**config.mk**
```make
export PLATFORM = sky130hd
export DESIGN_NAME = wb_dsp_equation_sequencer
export DESIGN_NICKNAME = d
export VERILOG_FILES = /design/src/rtl/wb_dsp_equation_sequencer_pkg.sv /design/src/rtl/wb_dsp_equation_sequencer_priority_pick.sv /design/src/rtl/wb_dsp_equation_sequencer.sv
export SDC_FILE = /design/constraint.sdc
export NUM_CORES = 1
export LEC_CHECK = 0
export ABC_AREA = 1
export CAP_MARGIN = 20
export CORE_ASPECT_RATIO = 0.6
export CORE_MARGIN = 5
export CORE_UTILIZATION = 40
export DETAILED_ROUTE_END_ITERATION = 16
export PLACE_DENSITY = 0.89
export SETUP_SLACK_MARGIN = 0.02
export SLEW_MARGIN = 20
export SYNTH_ARGS = -nofsm -noshare
export SYNTH_HDL_FRONTEND = slang
export SYNTH_SLANG_ARGS = --single-unit
```
**constraint.sdc**
```tcl
create_clock -name wb_clk -period 3.6 [get_ports wb_clk]
set_input_delay 1.08 -clock wb_clk [delete_from_list [all_inputs] [get_ports wb_clk]]
set_output_delay 1.08 -clock wb_clk [all_outputs]
set_load 0.02 [all_outputs]
```
**src/rtl/wb_dsp_equation_sequencer_pkg.sv**
```systemverilog
// Shared field positions and FSM encoding for the DSP equation sequencer.
// Control/status bit layout matches the software-visible register block.
package wb_dsp_equation_sequencer_pkg;

    localparam int NUM_EQ        = 4;

    localparam int CTRL_START    = 0;
    localparam int CTRL_IRQ_EN   = 1;
    localparam int CTRL_ABORT    = 2;
    localparam int CTRL_RSVD     = 3;
    localparam int CTRL_MASK_LSB = 4;
    localparam int CTRL_MASK_MSB = 7;

    localparam int STAT_BUSY     = 0;
    localparam int STAT_DONE     = 1;
    localparam int STAT_ERROR    = 2;
    localparam int STAT_ABORTED  = 3;
    localparam int STAT_IDX_LSB  = 4;
    localparam int STAT_IDX_MSB  = 5;
    localparam int STAT_CMPL_LSB = 8;
    localparam int STAT_CMPL_MSB = 11;
    localparam int STAT_ERRM_LSB = 12;
    localparam int STAT_ERRM_MSB = 15;

    typedef enum logic [2:0] {
        ST_IDLE     = 3'd0,
        ST_SCAN     = 3'd1,
        ST_DISPATCH = 3'd2,
        ST_WAIT     = 3'd3,
        ST_FINISH   = 3'd4
    } seq_state_t;

endpackage

```
**src/rtl/wb_dsp_equation_sequencer_priority_pick.sv**
```systemverilog
// Lowest-set-bit encoder over the four pending equation slots.
// Purely combinational; vld is low when nothing is pending.
module wb_dsp_priority_pick (
    input  logic [3:0] req,
    output logic [1:0] idx,
    output logic       vld
);

    always_comb begin
        idx = 2'd0;
        vld = 1'b1;
        casez (req)
            4'b???1: idx = 2'd0;
            4'b??10: idx = 2'd1;
            4'b?100: idx = 2'd2;
            4'b1000: idx = 2'd3;
            default: vld = 1'b0;
        endcase
    end

endmodule

```
**src/rtl/wb_dsp_equation_sequencer.sv**
```systemverilog
// Runs up to four enabled equations on the shared engine in index order, one at a time,
// with a per-equation watchdog; reports done/error/abort status and a level interrupt.
module wb_dsp_equation_sequencer
    import wb_dsp_equation_sequencer_pkg::*;
#(
    parameter int                   dw        = 32,
    parameter int                   TIMEOUT_W = 16,
    parameter logic [TIMEOUT_W-1:0] TIMEOUT   = 16'hFFFF
) (
    input  logic          wb_clk,
    input  logic          wb_rst_n,
    input  logic [dw-1:0] control_reg,
    input  logic [dw-1:0] equation0_address_reg,
    input  logic [dw-1:0] equation1_address_reg,
    input  logic [dw-1:0] equation2_address_reg,
    input  logic [dw-1:0] equation3_address_reg,
    output logic          eq_start,
    output logic [dw-1:0] eq_address,
    input  logic          eq_done,
    input  logic          eq_error,
    output logic [dw-1:0] status_reg,
    output logic          interrupt
);

    localparam logic [TIMEOUT_W-1:0] WD_ONE = {{(TIMEOUT_W-1){1'b0}}, 1'b1};

    seq_state_t           state_q, state_d;
    logic                 start_prev_q;
    logic [NUM_EQ-1:0]    pend_q, pend_d;
    logic [1:0]           idx_q, idx_d;
    logic [dw-1:0]        addr_q, addr_d;
    logic [TIMEOUT_W-1:0] wd_q, wd_d, wd_inc;
    logic                 done_q, done_d;
    logic                 err_q, err_d;
    logic                 abrt_q, abrt_d;
    logic [NUM_EQ-1:0]    cmpl_q, cmpl_d;
    logic [NUM_EQ-1:0]    errm_q, errm_d;

    logic                 start_req;
    logic                 abort_req;
    logic                 wd_expired;
    logic [1:0]           pick_idx;
    logic                 pick_vld;
    logic [dw-1:0]        pick_addr;
    logic                 unused_ctrl;

    assign unused_ctrl = ^{control_reg[dw-1:CTRL_MASK_MSB+1], control_reg[CTRL_RSVD]};

    assign start_req  = control_reg[CTRL_START] & ~start_prev_q;
    assign abort_req  = control_reg[CTRL_ABORT];
    assign wd_inc     = wd_q + WD_ONE;
    assign wd_expired = (TIMEOUT != '0) && (wd_inc == TIMEOUT);

    wb_dsp_priority_pick u_pick (
        .req (pend_q),
        .idx (pick_idx),
        .vld (pick_vld)
    );

    always_comb begin
        case (pick_idx)
            2'd1:    pick_addr = equation1_address_reg;
            2'd2:    pick_addr = equation2_address_reg;
            2'd3:    pick_addr = equation3_address_reg;
            default: pick_addr = equation0_address_reg;
        endcase
    end

    always_comb begin
        state_d  = state_q;
        pend_d   = pend_q;
        idx_d    = idx_q;
        addr_d   = addr_q;
        wd_d     = wd_q;
        done_d   = done_q;
        err_d    = err_q;
        abrt_d   = abrt_q;
        cmpl_d   = cmpl_q;
        errm_d   = errm_q;
        eq_start = 1'b0;

        // Abort overrides every other event, including a same-cycle completion.
        if (state_q != ST_IDLE && abort_req) begin
            abrt_d  = 1'b1;
            pend_d  = '0;
            state_d = ST_IDLE;
        end else begin
            case (state_q)
                ST_IDLE: begin
                    if (start_req) begin
                        done_d  = 1'b0;
                        err_d   = 1'b0;
                        abrt_d  = 1'b0;
                        cmpl_d  = '0;
                        errm_d  = '0;
                        pend_d  = control_reg[CTRL_MASK_MSB:CTRL_MASK_LSB];
                        state_d = ST_SCAN;
                    end
                end
                ST_SCAN: begin
                    if (!pick_vld) begin
                        state_d = ST_FINISH;
                    end else begin
                        idx_d   = pick_idx;
                        addr_d  = pick_addr;
                        state_d = ST_DISPATCH;
                    end
                end
                ST_DISPATCH: begin
                    eq_start = 1'b1;
                    wd_d     = '0;
                    state_d  = ST_WAIT;
                end
                ST_WAIT: begin
                    if (eq_done) begin
                        cmpl_d[idx_q] = 1'b1;
                        if (eq_error) begin
                            errm_d[idx_q] = 1'b1;
                            err_d         = 1'b1;
                        end
                        pend_d[idx_q] = 1'b0;
                        state_d       = ST_SCAN;
                    end else if (wd_expired) begin
                        errm_d[idx_q] = 1'b1;
                        err_d         = 1'b1;
                        pend_d[idx_q] = 1'b0;
                        state_d       = ST_SCAN;
                    end else begin
                        wd_d = wd_inc;
                    end
                end
                ST_FINISH: begin
                    done_d  = 1'b1;
                    state_d = ST_IDLE;
                end
                default: state_d = ST_IDLE;
            endcase
        end
    end

    always_ff @(posedge wb_clk or negedge wb_rst_n) begin
        if (!wb_rst_n) begin
            state_q      <= ST_IDLE;
            start_prev_q <= 1'b0;
            pend_q       <= '0;
            idx_q        <= '0;
            addr_q       <= '0;
            wd_q         <= '0;
            done_q       <= 1'b0;
            err_q        <= 1'b0;
            abrt_q       <= 1'b0;
            cmpl_q       <= '0;
            errm_q       <= '0;
        end else begin
            state_q      <= state_d;
            start_prev_q <= control_reg[CTRL_START];
            pend_q       <= pend_d;
            idx_q        <= idx_d;
            addr_q       <= addr_d;
            wd_q         <= wd_d;
            done_q       <= done_d;
            err_q        <= err_d;
            abrt_q       <= abrt_d;
            cmpl_q       <= cmpl_d;
            errm_q       <= errm_d;
        end
    end

    assign eq_address = addr_q;
    assign interrupt  = control_reg[CTRL_IRQ_EN] & (done_q | err_q | abrt_q);

    always_comb begin
        status_reg                              = '0;
        status_reg[STAT_BUSY]                   = (state_q != ST_IDLE);
        status_reg[STAT_DONE]                   = done_q;
        status_reg[STAT_ERROR]                  = err_q;
        status_reg[STAT_ABORTED]                = abrt_q;
        status_reg[STAT_IDX_MSB:STAT_IDX_LSB]   = idx_q;
        status_reg[STAT_CMPL_MSB:STAT_CMPL_LSB] = cmpl_q;
        status_reg[STAT_ERRM_MSB:STAT_ERRM_LSB] = errm_q;
    end

endmodule
```
Word level (Yosys, flattened, before mapping)
Index checks and enable logic that the tools add are counted.
- divide/modulo/power cells: 0
- reductions and logical operators: 19
- muxes and demuxes: 36
- eq/ne operators: 19
- $mul: 0
- magnitude comparators: 2
- bitwise operators: 10
- shift-type cells: 0
- $add $sub $neg: 1
- operators by type and width (cell ; count):
    case mux 32 bit (3 select lines) ; 1
    2-to-1 mux 4 bit ; 9
    2-to-1 mux 16 bit ; 2
    case mux 16 bit (2 select lines) ; 1
    case mux 4 bit (2 select lines) ; 3
    adder 16 x 1 -> 16 bit, second input constant ; 1
    equality test 16 bit, second input constant ; 1
    2-to-1 mux 3 bit ; 5
    case mux 3 bit (4 select lines) ; 1
    2-to-1 mux 1 bit ; 10
    nonzero test 2 bit ; 5
    inequality test 3 bit, second input constant ; 3
    AND reduction 3 bit ; 3
    inequality test 2 bit, second input constant ; 4
    OR 4 bit ; 2
    AND reduction 4 bit ; 2
    equality test 2 bit, second input constant ; 3
    equality test 3 x 2 -> 1 bit, second input constant ; 2
    equality test 3 bit, second input constant ; 2
    case mux 2 bit (3 select lines) ; 1
    nonzero test 3 bit ; 2
    AND reduction 5 bit ; 1
    AND 4 bit ; 1
    equality test 4 bit, second input constant ; 1
    other kinds (15) ; 21
- ROM bits: 0
- flip-flop bits (word level): 69
- latch bits: 0
- memories kept: 0
- memory bits (writable): 0
- output and inout bits: 66

Longest topological paths before layout
- depth in word-level cells: 10
- mapped depth: 17

Modules after synthesis
From an unflattened synthesis, not the netlist that was laid out.
- cell total of the unflattened synthesis: 652
- area, all modules: 4471.8 um2
- modules (own cells, without submodules) (module ; instances ; sequential area each (um2) ; area each (um2) ; cells an instance):
    wb_dsp_equation_sequencer ; 1 ; 1726.7 ; 4428.0 ; 641
    wb_dsp_priority_pick ; 1 ; 0.0 ; 43.8 ; 11

Worst setup path after synthesis
Ideal clock, no wire load.
- path kind: input -> output
- start: input port control_reg[2]
- end: output port eq_start
- required time: 2520 ps
- slack: 1130 ps
- buffers on the path: 0
- arrival: 1390 ps
- cell stages on the path: 1
- cell sequence: nor2_1
- cells in the longest elaborated chain, start to end: 2
- ends and longest elaborated chain (what ; line ; RTL):
    start: declaration ; wb_dsp_equation_sequencer.sv:12 ; input logic [dw-1:0] control_reg,
    logical AND 1 bit ; wb_dsp_equation_sequencer.sv:83 ; if (state_q != ST_IDLE && abort_req) begin
    2-to-1 mux 1 bit ; wb_dsp_equation_sequencer.sv:83 ;
    end: declaration ; wb_dsp_equation_sequencer.sv:17 ; output logic eq_start,
Every way passes these cells.

Final worst setup path
Same ends and word-level chain as after synthesis.

==> flow_summary_export.csv <==
group,metric,value,unit
setup_path,startpoint,"control_reg[2]",
die,rows,30,
cts,root_buffer,"clkbuf_16",
worst_hold_path,hold_class,"flop to flop",
power_and_ir_drop,leakage,2.97,nW
cts,hold_buffers,0,
cts,post_cts_buffers,0,
setup_path,cp-endpoint,"eq_start",
setup_path,reg2reg_slack,1210,ps
setup_path,criticalPathCategory,"input port to output pin",
power_and_ir_drop,power_frac_comb,53.9,%
drt,top_layer,"met4",
setup_path,rr_worst_depth,9,
setup_path,required,2520,ps
global_route,grt_overflow,0,
final_layout,drive_gt1_share,5.23,%
sta,fin_crit,3370,ps
yosys,synth_area_leaders,"dfrtp_1 38%, nand2_1 18%, nand3_1 11%",
sta,max_freq,297,MHz
sta,fin_tns_setup,0,ps
drt,antenna_left,0,
place,dp_cells,970,
yosys,yosysTopAreaCell,"dfrtp_1",
setup_path,crit_fanout,3,
power_and_ir_drop,max-vdd-ir-drop,0.000458,V
drt,drtPass1Iterations,6,
power_and_ir_drop,swShare,43.8,%
drt,drt_wl_total,15.0,mm
yosys,syn-cell-area,4520,um^2
setup_path,r2r_start,"pend_q[0]$_DFFE_PN0P_",
final_layout,area_delta_synth_final,48.9,%
sta,slew_viol_final,0,
yosys,yosysMostFrequentCell,"nand2_1",
drt,drc,0,
status,outcome,"finished clean",
drt,route.met3.wl,1.44,mm
final_layout,final_util,60.1,%
die,start_util,40.4,%
sta,final-hold-violation-count,0,
sta,rsz0062_at_grt,"no",
die,ioPinCount,230,
global_route,antenna_found_initial,0,
yosys,ys.flop_type,"dfrtp_1",
drt,wl_per_cell,15.2,um
sta,tightestPinTransition,608,ps
power_and_ir_drop,switching_power,0.00205,W
sta,setup_ws,230,ps
setup_path,r2r-end,"eq_address[19]$_DFFE_PN0P_",
drt,drt_iter0_drc,403,
final_layout,fillCellCount,1032,
drt,viasPerCell,5.11,
sta,period_share,93.6,%
die,coreArea,11200,um^2
yosys,avgSynthCellArea,6.79,um^2
yosys,ys_top_cells_by_count,"216 x nand2_1, 101 x nand3_1, 69 x dfrtp_1",
final_layout,nets,1003,
drt,vias,5034,
place,post-place-ws,231,ps
place,place_congestion,0.931,
final_layout,fin_cells,985,
drt,met1_length,6.61,mm
power_and_ir_drop,pwr-share-seq,25.7,%
final_layout,diodes,0,
setup_path,cp.arrival,2290,ps
yosys,synth_cells,665,
yosys,ys_ff_latch,69,
die,dieArea,13600,um^2
power_and_ir_drop,p_int,0.00263,W
place,numPortBuffers,186,
global_route,grtUsageTotal,21.5,%
cts,clockBufferDepth,2,
cts,numCtsBuffers,9,
global_route,grt_max_degree,36,
cts,clk-insertion-delay-late,330,ps
cts,clkTransAtPathRegs,50,ps
yosys,ys_warn_count,0,
setup_path,startpoint_type,"input port",
cts,cts_tree,"done",
drt,wl_met2,6.85,mm
sta,max_slew_margin,59.3,%
yosys,seq_area_frac_synth,38.2,%
yosys,synth.top_cell.area_share,38.2,%
cts,h-tree-depth,3,
cts,cts_num_sinks,69,
setup_path,end_kind,"output pin",
global_route,grt_pass1_wl,23.8,mm
sta,clock_skew,7.79,ps
power_and_ir_drop,power.density,695,nW/um^2
yosys,synth-edff-count,0,
cts,cts_resized,0,
run,cap_violations,0,
yosys,yosysUniqueCellTypes,37,
place,dp_hpwl,11.2,mm
power_and_ir_drop,power_frac_clock,20.4,%
yosys,async_flop_share,100,%
sta,finalSetupViolCount,0,
die,chipWidth,147,um
global_route,grt_pass1_vias,4711,
die,die_y,92.3,um
final cells by class:
| class | count | area (um^2) | share of cell area [%] |
|---|---|---|---|
| multi-input combinational | 517 | 2400 | 35.6 |
| tap | 144 | 180 | 2.68 |
| sequential | 69 | 1730 | 25.7 |
| clock buffer | 10 | 239 | 3.55 |
| inverter | 43 | 161 | 2.40 |
| clock inverter | 5 | 83.8 | 1.25 |
| timing repair buffer | 197 | 1940 | 28.8 |
registers in the layout (all words and copies together) (netlist names):
signal,cells
err_q,1
pend_q,4
eq_address,32
done_q,1
cmpl_q,4
wd_q,16
errm_q,4
idx_q,2
abrt_q,1
state_q,3
start_prev_q,1
through the flow:
stage               hold slack (ps)  total power (W)  area [um^2]
finish                          484          0.00468         6730
global route                    507          0.00502         6730
CTS                             488          0.00469         6730
detailed placement              474          0.00372         6400
global placement                465          0.00366         6400
floorplan                       459          0.00274         4580
worst max-delay path, cell delays in order:
cell and delay [ps]:
clkdlybuf4s50_1 460, nor2_1 140, clkdlybuf4s50_1 610
per-layer routing:
layer / track usage, % / up-vias
met5: 0 / -
met4: 4.50 / 0
li1: - / 2513
met3: 6.70 / 9
met2: 34.2 / 196
met1: 29.2 / 2316
worst min-delay path by stage:
stage	start	end	slack [ps]	depth (start not counted)
after global placement	eq_address[17]$_DFFE_PN0P_	eq_address[17]$_DFFE_PN0P_	470	2
after detailed placement	eq_address[24]$_DFFE_PN0P_	eq_address[24]$_DFFE_PN0P_	470	2
after CTS	eq_address[30]$_DFFE_PN0P_	eq_address[30]$_DFFE_PN0P_	490	2
after floorplan	wd_q[15]$_DFFE_PN0P_	wd_q[15]$_DFFE_PN0P_	460	2
final	eq_address[30]$_DFFE_PN0P_	eq_address[30]$_DFFE_PN0P_	480	2
after global routing	eq_address[26]$_DFFE_PN0P_	eq_address[26]$_DFFE_PN0P_	510	2
kinds of logic (layout without fill, tap and decap cells):
kind of cell | after synthesis | count (layout) | share of synthesized area (%)
buffers and inverters | 96 | 255 | 10.1
other | 1 | 18 | 0.0830
adders and majority gates | 2 | 2 | 0.554
AOI/OAI and AO/OA | 88 | 88 | 11.0
DFF | 69 | 69 | 38.2
and+or+nand+nor | 408 | 408 | 39.8
xor gates and xnor gates | 1 | 1 | 0.194
power groups by stage:
stage	Sequential [W]	Combinational [W]	Clock, W
floorplan	0.00141	0.00133	0
global route	0.00124	0.00276	0.00102
CTS	0.00120	0.00252	0.000975
detailed placement	0.00121	0.00251	0
finish	0.00120	0.00252	0.000956
global placement	0.00120	0.00246	0
placed cells by master (no fill, tap or decap), types with 2 or more instances in the layout:
cell	n
nand2_1	216
clkdlybuf4s50_1	185
nand3_1	101
dfrtp_1	69
nor2_1	58
inv_1	39
o21ai_0	38
a31oi_1	32
conb_1	18
nand4_1	11
buf_4	11
a21oi_1	10
clkbuf_16	9
nor2_2	4
nand2_2	3
clkinv_1	3
nand3b_1	3
nor2_4	2
nand3_2	2
o21bai_1	2
o21ai_1	2
a2bb2oi_1	2
ha_1	2
bufinv_16	2
clkinvlp_4	2
Note: power is estimated with default switching activity, not from simulation.
